$ cat config.mk
export PLATFORM = sky130hd
export DESIGN_NAME = instr_encode
export DESIGN_NICKNAME = d
export VERILOG_FILES = /design/src/rtl/instr_encode_pkg.sv /design/src/rtl/instr_encode_imm_pack.sv /design/src/rtl/instr_encode.sv
export VERILOG_INCLUDE_DIRS = /design/src /design/src/rtl
export SDC_FILE = /design/constraint.sdc
export NUM_CORES = 1
export LEC_CHECK = 0
export BUFFER_PORTS_ARGS = -buffer_cell sky130_fd_sc_hd__buf_2
export CORE_AREA = 2 2 85 87
export DETAILED_ROUTE_END_ITERATION = 16
export DIE_AREA = 0 0 87 89
export GPL_TIMING_DRIVEN = 0
export HOLD_SLACK_MARGIN = 0.05
export PLACE_DENSITY_LB_ADDON = 0.08
export SYNTH_ARGS = -nofsm -noshare
export SYNTH_HDL_FRONTEND = slang
export SYNTH_SLANG_ARGS = --single-unit
$ cat constraint.sdc
create_clock -name clk -period 2.2 [get_ports clk]
set_input_delay 0.55 -clock clk [delete_from_list [all_inputs] [get_ports clk]]
set_output_delay 0.55 -clock clk [all_outputs]
set_load 0.005 [all_outputs]
$ cat src/rtl/instr_encode_defines.sv
// Shared RV64 major-opcode constants used by the encoder, decode-side checkers and benches.
`ifndef INSTR_ENCODE_DEFINES_SV
`define INSTR_ENCODE_DEFINES_SV

`define OPC_LUI      7'b0110111
`define OPC_AUIPC    7'b0010111
`define OPC_JAL      7'b1101111
`define OPC_JALR     7'b1100111
`define OPC_BRANCH   7'b1100011
`define OPC_LOAD     7'b0000011
`define OPC_STORE    7'b0100011
`define OPC_OP_IMM   7'b0010011
`define OPC_OP_IMM_W 7'b0011011
`define OPC_OP       7'b0110011
`define OPC_OP_W     7'b0111011

`endif

$ cat src/rtl/instr_encode_pkg.sv
// Instruction format enumeration, immediate range limits and opcode-to-format mapping.
`include "instr_encode_defines.sv"

package instr_encode_pkg;

  typedef enum logic [2:0] {
    FMT_R = 3'd0,
    FMT_I = 3'd1,
    FMT_S = 3'd2,
    FMT_B = 3'd3,
    FMT_U = 3'd4,
    FMT_J = 3'd5
  } fmt_e;

  localparam int IMM_I_BITS = 12;
  localparam int IMM_S_BITS = 12;
  localparam int IMM_B_BITS = 13;
  localparam int IMM_U_BITS = 32;
  localparam int IMM_J_BITS = 21;
  localparam int SHAMT_MAX  = 63;
  localparam int SHAMTW_MAX = 31;

  function automatic fmt_e fmt_of(input logic [6:0] op);
    case (op)
      `OPC_JALR, `OPC_LOAD, `OPC_OP_IMM, `OPC_OP_IMM_W: fmt_of = FMT_I;
      `OPC_LUI, `OPC_AUIPC:                             fmt_of = FMT_U;
      `OPC_JAL:                                         fmt_of = FMT_J;
      `OPC_BRANCH:                                      fmt_of = FMT_B;
      `OPC_STORE:                                       fmt_of = FMT_S;
      default:                                          fmt_of = FMT_R;
    endcase
  endfunction

endpackage

$ cat src/rtl/instr_encode_imm_pack.sv
// Combinational field placement and immediate range check for one decoded instruction.
`include "instr_encode_defines.sv"

module instr_encode_imm_pack
  import instr_encode_pkg::*;
#(
  parameter int W = 64
) (
  input  logic [6:0]   opcode,
  input  logic [2:0]   func3,
  input  logic         func7,
  input  logic [4:0]   rs1,
  input  logic [4:0]   rs2,
  input  logic [4:0]   rd,
  input  logic [W-1:0] imme,
  output logic [31:0]  word,
  output logic         err
);

  // True when v sign-extends from its low 'bits' bits.
  function automatic logic fits(input logic [W-1:0] v, input int bits);
    logic [W-1:0] hi;
    hi = $signed(v) >>> (bits - 1);
    return (hi == '0) || (hi == '1);
  endfunction

  fmt_e fmt_s;
  logic is_shift_s;
  logic is_w_s;

  // Select layout from the format and flag immediates the layout truncates.
  always_comb begin
    fmt_s      = fmt_of(opcode);
    is_w_s     = (opcode == `OPC_OP_IMM_W);
    is_shift_s = ((opcode == `OPC_OP_IMM) || is_w_s) && ((func3 == 3'b001) || (func3 == 3'b101));
    word       = 32'd0;
    err        = 1'b0;
    case (fmt_s)
      FMT_I: begin
        if (is_shift_s) begin
          word = {1'b0, func7, 4'b0000, (is_w_s ? 1'b0 : imme[5]), imme[4:0], rs1, func3, rd, opcode};
          err  = is_w_s ? (imme > W'(SHAMTW_MAX)) : (imme > W'(SHAMT_MAX));
        end else begin
          word = {imme[11:0], rs1, func3, rd, opcode};
          err  = !fits(imme, IMM_I_BITS);
        end
      end
      FMT_S: begin
        word = {imme[11:5], rs2, rs1, func3, imme[4:0], opcode};
        err  = !fits(imme, IMM_S_BITS);
      end
      FMT_B: begin
        word = {imme[12], imme[10:5], rs2, rs1, func3, imme[4:1], imme[11], opcode};
        err  = !fits(imme, IMM_B_BITS) || imme[0];
      end
      FMT_U: begin
        word = {imme[31:12], rd, opcode};
        err  = !fits(imme, IMM_U_BITS) || (imme[11:0] != 12'd0);
      end
      FMT_J: begin
        word = {imme[20], imme[10:1], imme[11], imme[19:12], rd, opcode};
        err  = !fits(imme, IMM_J_BITS) || imme[0];
      end
      FMT_R: begin
        word = {1'b0, func7, 5'b00000, rs2, rs1, func3, rd, opcode};
        err  = 1'b0;
      end
      default: begin
        word = {1'b0, func7, 5'b00000, rs2, rs1, func3, rd, opcode};
        err  = 1'b0;
      end
    endcase
  end

endmodule

$ cat src/rtl/instr_encode.sv
// Two-stage RV64 instruction encoder with valid/ready handshake and immediate range flag.
// Define INSTR_ENC_ERRCNT_EN to implement the saturating err_cnt counter (tied to 0 otherwise).
module instr_encode
  import instr_encode_pkg::*;
#(
  parameter int DATA_WIDTH = 64
) (
  input  logic                  clk,
  input  logic                  rst_n,
  input  logic                  in_valid,
  output logic                  in_ready,
  input  logic [6:0]            opcode,
  input  logic [2:0]            func3,
  input  logic                  func7,
  input  logic [4:0]            Rs1,
  input  logic [4:0]            Rs2,
  input  logic [4:0]            Rd,
  input  logic [DATA_WIDTH-1:0] imme,
  output logic                  out_valid,
  input  logic                  out_ready,
  output logic [31:0]           instr,
  output logic                  imm_err,
  input  logic                  err_clr,
  output logic [15:0]           err_cnt
);

  logic [31:0] pack_word_s;
  logic        pack_err_s;
  logic        s1_valid_r;
  logic [31:0] s1_word_r;
  logic        s1_err_r;
  logic        s1_load_s;
  logic        s2_load_s;

  instr_encode_imm_pack #(.W(DATA_WIDTH)) u_imm_pack (
    .opcode (opcode),
    .func3  (func3),
    .func7  (func7),
    .rs1    (Rs1),
    .rs2    (Rs2),
    .rd     (Rd),
    .imme   (imme),
    .word   (pack_word_s),
    .err    (pack_err_s)
  );

  assign in_ready  = !s1_valid_r || !out_valid || out_ready;
  assign s1_load_s = in_valid && in_ready;
  assign s2_load_s = s1_valid_r && (!out_valid || out_ready);

  // Stage 1: captures the packed word and range result of an accepted bundle.
  always_ff @(posedge clk or negedge rst_n) begin
    if (!rst_n) begin
      s1_valid_r <= 1'b0;
      s1_word_r  <= 32'd0;
      s1_err_r   <= 1'b0;
    end else if (s1_load_s) begin
      s1_valid_r <= 1'b1;
      s1_word_r  <= pack_word_s;
      s1_err_r   <= pack_err_s;
    end else if (s2_load_s) begin
      s1_valid_r <= 1'b0;
    end
  end

  // Stage 2: output register, held while the consumer stalls.
  always_ff @(posedge clk or negedge rst_n) begin
    if (!rst_n) begin
      out_valid <= 1'b0;
      instr     <= 32'd0;
      imm_err   <= 1'b0;
    end else if (s2_load_s) begin
      out_valid <= 1'b1;
      instr     <= s1_word_r;
      imm_err   <= s1_err_r;
    end else if (out_ready) begin
      out_valid <= 1'b0;
    end
  end

`ifdef INSTR_ENC_ERRCNT_EN
  logic [15:0] err_cnt_r;

  // Saturating count of erroneous transfers; clear wins over increment.
  always_ff @(posedge clk or negedge rst_n) begin
    if (!rst_n) begin
      err_cnt_r <= 16'd0;
    end else if (err_clr) begin
      err_cnt_r <= 16'd0;
    end else if (out_valid && out_ready && imm_err && (err_cnt_r != 16'hFFFF)) begin
      err_cnt_r <= err_cnt_r + 16'd1;
    end
  end

  assign err_cnt = err_cnt_r;
`else
  logic err_clr_unused;
  assign err_clr_unused = err_clr;
  assign err_cnt        = 16'd0;
`endif

endmodule

Word level (Yosys, flattened, before mapping)

Cells that the tools add are included.
Widths: inputs -> output; s select.

Register bits: 68

Reductions and logical operators: 30
Muxes and demuxes: 11
Eq/ne operators: 20
$lt $le $gt $ge: 2

Operator list:

| cell                 | count |
|---|---|
| $eq 64x64->1 const B | 4 |
| $logic_not 64->1     | 4 |
| $pmux 32 s5          | 1 |
| $gt 64x5->1 const B  | 1 |
| $gt 64x6->1 const B  | 1 |
| $mux 32              | 1 |
| $eq 7x5->1 const B   | 3 |
| $eq 7x7->1 const B   | 3 |
| $pmux 3 s5           | 1 |
| $eq 7x6->1 const B   | 2 |
| $logic_or 1x1->1     | 12 |
| $reduce_bool 12->1   | 1 |
| $eq 3x3->1 const B   | 3 |
| $eq 7x2->1 const B   | 1 |
| $mux 1               | 7 |
| $eq 3x1->1 const B   | 2 |
| $eq 3x2->1 const B   | 2 |
| $logic_not 1->1      | 6 |
| $pmux 1 s5           | 1 |
| $reduce_bool 2->1    | 2 |
| $reduce_or 4->1      | 1 |
| $logic_and 1x1->1    | 3 |
| $reduce_or 2->1      | 1 |

Depth between registers and ports, before layout

Word-level depth: 5
Mapped depth: 8

Cells and area by module

From an unflattened synthesis, not the netlist that was laid out.

Cells, all modules: 329
Area, all modules: 3744.8 um2

Modules (own cells, without submodules):

| module                | instances | sequential area each (um2) | area an instance (um2) | cells an instance |
|---|---|---|---|---|
| instr_encode          | 1         | 1701.6                     | 2777.7                 | 163 |
| instr_encode_imm_pack | 1         | 0.0                        | 967.2                  | 166 |

Worst setup path after synthesis

OpenSTA, ideal clock, no wires.

Path kind: input to register
Start: input port opcode[6]
End: register s1_word_r[30]
Data required time: 2.070 ns
Stages: 7
Slack: 0.246 ns
Data arrival time: 1.825 ns
Library setup time: 0.130 ns
Path through: buf_6 -> or3_1 -> o22ai_2 -> a21oi_2 -> a21bo_1 -> a222oi_1 -> o21ai_1

Word-level cells in the longest chain between the ends: 5

RTL lines:

| item                                            | line                                                | source |
|---|---|---|
| start, declared                                 | instr_encode.sv:12                                  | `input logic [6:0] opcode,` |
| $eq 7x7->1 (tied with other cells)              | instr_encode_pkg.sv:24                              | `case (op)` |
| $reduce_or 4->1 (tied with other cells)         | instr_encode_pkg.sv:24                              |  |
| $pmux 3 s5 or $logic_and 1x1->1 (tied branches) | instr_encode_pkg.sv:24, instr_encode_imm_pack.sv:35 |  |
| $eq 3x3->1 (tied with other cells)              | instr_encode_imm_pack.sv:38                         | `case (fmt_s)` |
| $pmux 32 s5 (*)                                 | instr_encode_imm_pack.sv:38                         |  |
| end signal, assigned                            | instr_encode.sv:59                                  | `s1_word_r <= pack_word_s;` |
| end, declared                                   | instr_encode.sv:30                                  | `logic [31:0] s1_word_r;` |

Every way passes the cells marked *; elsewhere a longest branch is shown, timed or not.
A chain may end at the register's enable or synchronous reset.

Worst setup path in the final report

Start: input port opcode[3]
End: register s1_word_r[25]

The elaborated chain is that of the path after synthesis.

==> metrics.txt <==
CTS tree built; GPL Wtd Cong 0.825; row count 30; Setup violations, final 0; # IOs around 150; Crit. End Element flop; Clk Latency, worst-skew pair around 0.33 ns; DPL Wire Length 7210 um; CP cell instances buf_2 -> nand3b_1 -> nor3_1 -> a311o_2 -> o21bai_1 -> a22oi_1 -> o21ai_1; WL final between 9000 and 10000 um; chip height about 89 um; largest family of logic cells by synthesized area simple AND/OR/NAND/NOR gates; Setup TNS 0 ns; grt ovf 0; highest attainable clock frequency slightly below 500 MHz; CTS clock-pin slew for the worst setup and hold paths roughly 0.080 ns; hold crit path type input pin to asynchronous set/reset pin; Post-Syn Instances ~340; simple logic cell fraction of the synthesized area about a fifth; sequential fraction of the synthesis area around half; final hold violations 0; max_cap viols 0; H-tree depth 3; complex-gate fraction of the synthesized area approximately a tenth; antenna-violating nets left 0; synth unique cells 44; M3 GR Usage 3.97%; Synth Flop Type dfrtp_1; total track usage between 20 and 25%; gr busiest metal met2; # nets final roughly 600; Crit Path Max Fanout 7; total number of vias 3180; Synth Register Bits about 70; initial core utilization between 50% and 60%; Bufs on Longest Clock Path 2; Leak 2.07 nW; WHS between 0.3 and 0.4 ns; Post-Place Worst Slack -0.174 ns; clk_skew around 0.0081 ns; mapped cell area 3410 um2; First-pass DRT Iterations 5; total power 0.00326 W; Max Slew Vio Count 0; Post-route DRC 0; clock root cell clkbuf_8; final worst-path cycle share 93.7%; synthesized-area fraction occupied by adder cells 0%; postcts setup bufs 0; startpoint types input pin; Worst EP required 2.46 ns; Inserted Diodes 0; clk sinks ~70; CP arrival between 2 and 2.5 ns; CTS resizes 0; PortBufs approximately 130; Async S/R FF share, synth 100%; Critical path buffers and inverters 1; yosys warns 0; Die Wd about 87 um; first-pass GRT wire length about 15000 um; PwrDens between 700 and 800 nW/um2; total CTS buffers 9; Final WS setup roughly 0.14 ns; Worst Tran Pin Value 0.875 ns; drt wl/cell roughly 16 um; RSZ-0062 raised after global routing false; vias in the first global route approximately 3100; CP top delay family simple AND/OR/NAND/NOR gates; max incr delay on CP roughly 0.74 ns; layout cells sized above 1 roughly two fifths; Layout Utilization between 60% and 70%; Die ar. a little under 8000 um2; CORE AREA between 6000 and 7000 um2; antenna violations before repair 0; met2 GRT Util around 43%; Slew HR roughly two fifths; met1 Track Usage GR a little under a third; Layout area overhead 28.7%; Critical Setup Path Class input pin to flop; Post-synth EDFFs 0; xor/xnor share of the synthesized area 0%; vias per inst around 5.5; total of fill cells in the finished design roughly 590; status completed; Worst VDD drop ~0.33 mV; largest net degree at the start of global routing roughly 70; Worst path slowest cell nor3_1; post-synthesis mux area share 13.8%; initial DRC count around 160; min Tclk post-route 2.06 ns; syn_area_per_cell ~10 um2; Hold-fix buffers, CTS 0
==> kinds of logic (layout without fill, tap and decap cells) <==
family,count (synthesis),count (layout)
AND/OR/NAND/NOR,142,142
multiplexers,43,43
buffers and inverters,31,174
flip-flops,68,68
other,1,16
AO/OA/AOI/OAI,51,51
==> worst register-to-register path, cell delays in order (launching register included) <==
cell and delay [ns]:
dfrtp_1 0.40, nand3b_1 0.15, and2_1 0.14, clkbuf_1 0.41
clkbuf_1 0.46, nor2_1 0.10, nor2_1 0.14
==> path summary, 6_finish.rpt <==
kind,slack (ns),start,cells after the start,end
worst min register to register,0.48,s1_word_r[3],2,s1_word_r[3]
min in group clk,0.43,in_valid,2,s1_valid_r
worst min-delay path,0.32,rst_n,1,out_valid
max in group asynchronous,1.33,rst_n,1,s1_err_r
worst max register to register,0.33,out_valid,6,s1_word_r[29]
worst max-delay path,0.14,opcode[3],7,s1_word_r[25]
==> sequential cells by signal, indices dropped and copies added (netlist names) <==
register    cells
instr          32
s1_word_r      32
imm_err         1
out_valid       1
s1_err_r        1
s1_valid_r      1
==> placed cells by master (no fill, tap or decap), types with 4 or more instances in the layout <==
cell type and instances:
clkbuf_8 11, mux2i_1 10, a221oi_1 9, nor3_1 7
o21ai_0 11, nand2_1 52, a21oi_1 7, nor4_1 14
dfrtp_1 68, buf_4 17, nand3b_1 5, buf_1 4
conb_1 16, clkbuf_1 7, nand3_1 6, nor2_1 28
mux2_2 33, nand4_1 13, a31oi_1 9, nand2b_1 4
buf_2 127
==> power breakdown <==
group | switching [W] | internal [W] | leakage [nW]
clock network | 0.000483 | 0.000473 | 0.0957
registers | 0.000111 | 0.00148 | 0.811
logic | 0.000335 | 0.000376 | 1.17
==> per-layer routing <==
metal	part of all wire (%)	vias up	routed length [um]
met1	40	1507	3680
li1	-	1504	-
met3	7.9	12	723
met2	51	157	4630
met5	0	-	0
met4	1.2	0	108
==> stage by stage <==
step                      instances  area (um2)
after floorplan                 351        3470
after global placement          558        4210
after detailed placement        558        4210
after CTS                       574        4400
after global routing            574        4400
final                           574        4400
==> Yosys cell counts (2+ instances only) <==
cell       n  share of area (%)
dfrtp_1   68                 50
nand3b_1   5                1.1
buf_1      4               0.44
o21bai_1   2               0.44
a31oi_1    9                1.6
buf_6      2               0.66
a22oi_1    2               0.44
mux2i_1   10                2.9
nand3_1    6               0.88
clkbuf_1   7               0.77
or3_1      2               0.37
o21ai_0   11                1.6
nor3_1     7                1.0
a221oi_1   9                2.3
nand4_1   13                2.4
nand2_1   52                5.7
nand2b_1   4               0.73
a21oi_1    7                1.0
nand4b_1   2               0.51
buf_4     16                3.5
and2_1     2               0.37
o21ai_1    2               0.29
nor4_1    14                2.6
nor2_1    28                3.1
mux2_2    33                 11
==> area by class of cell <==
class	count	area, um2	area share [%]
plain buffers	30	189	4.30
multi-input cells	252	1580	35.9
well taps	80	100	2.28
clock buffers	11	151	3.44
clock inverters	5	35.0	0.797
repair buffers	127	638	14.5
flip-flops and latches	68	1700	38.7
inverters	1	3.75	0.0854
Note: power is estimated with default switching activity, not from simulation.
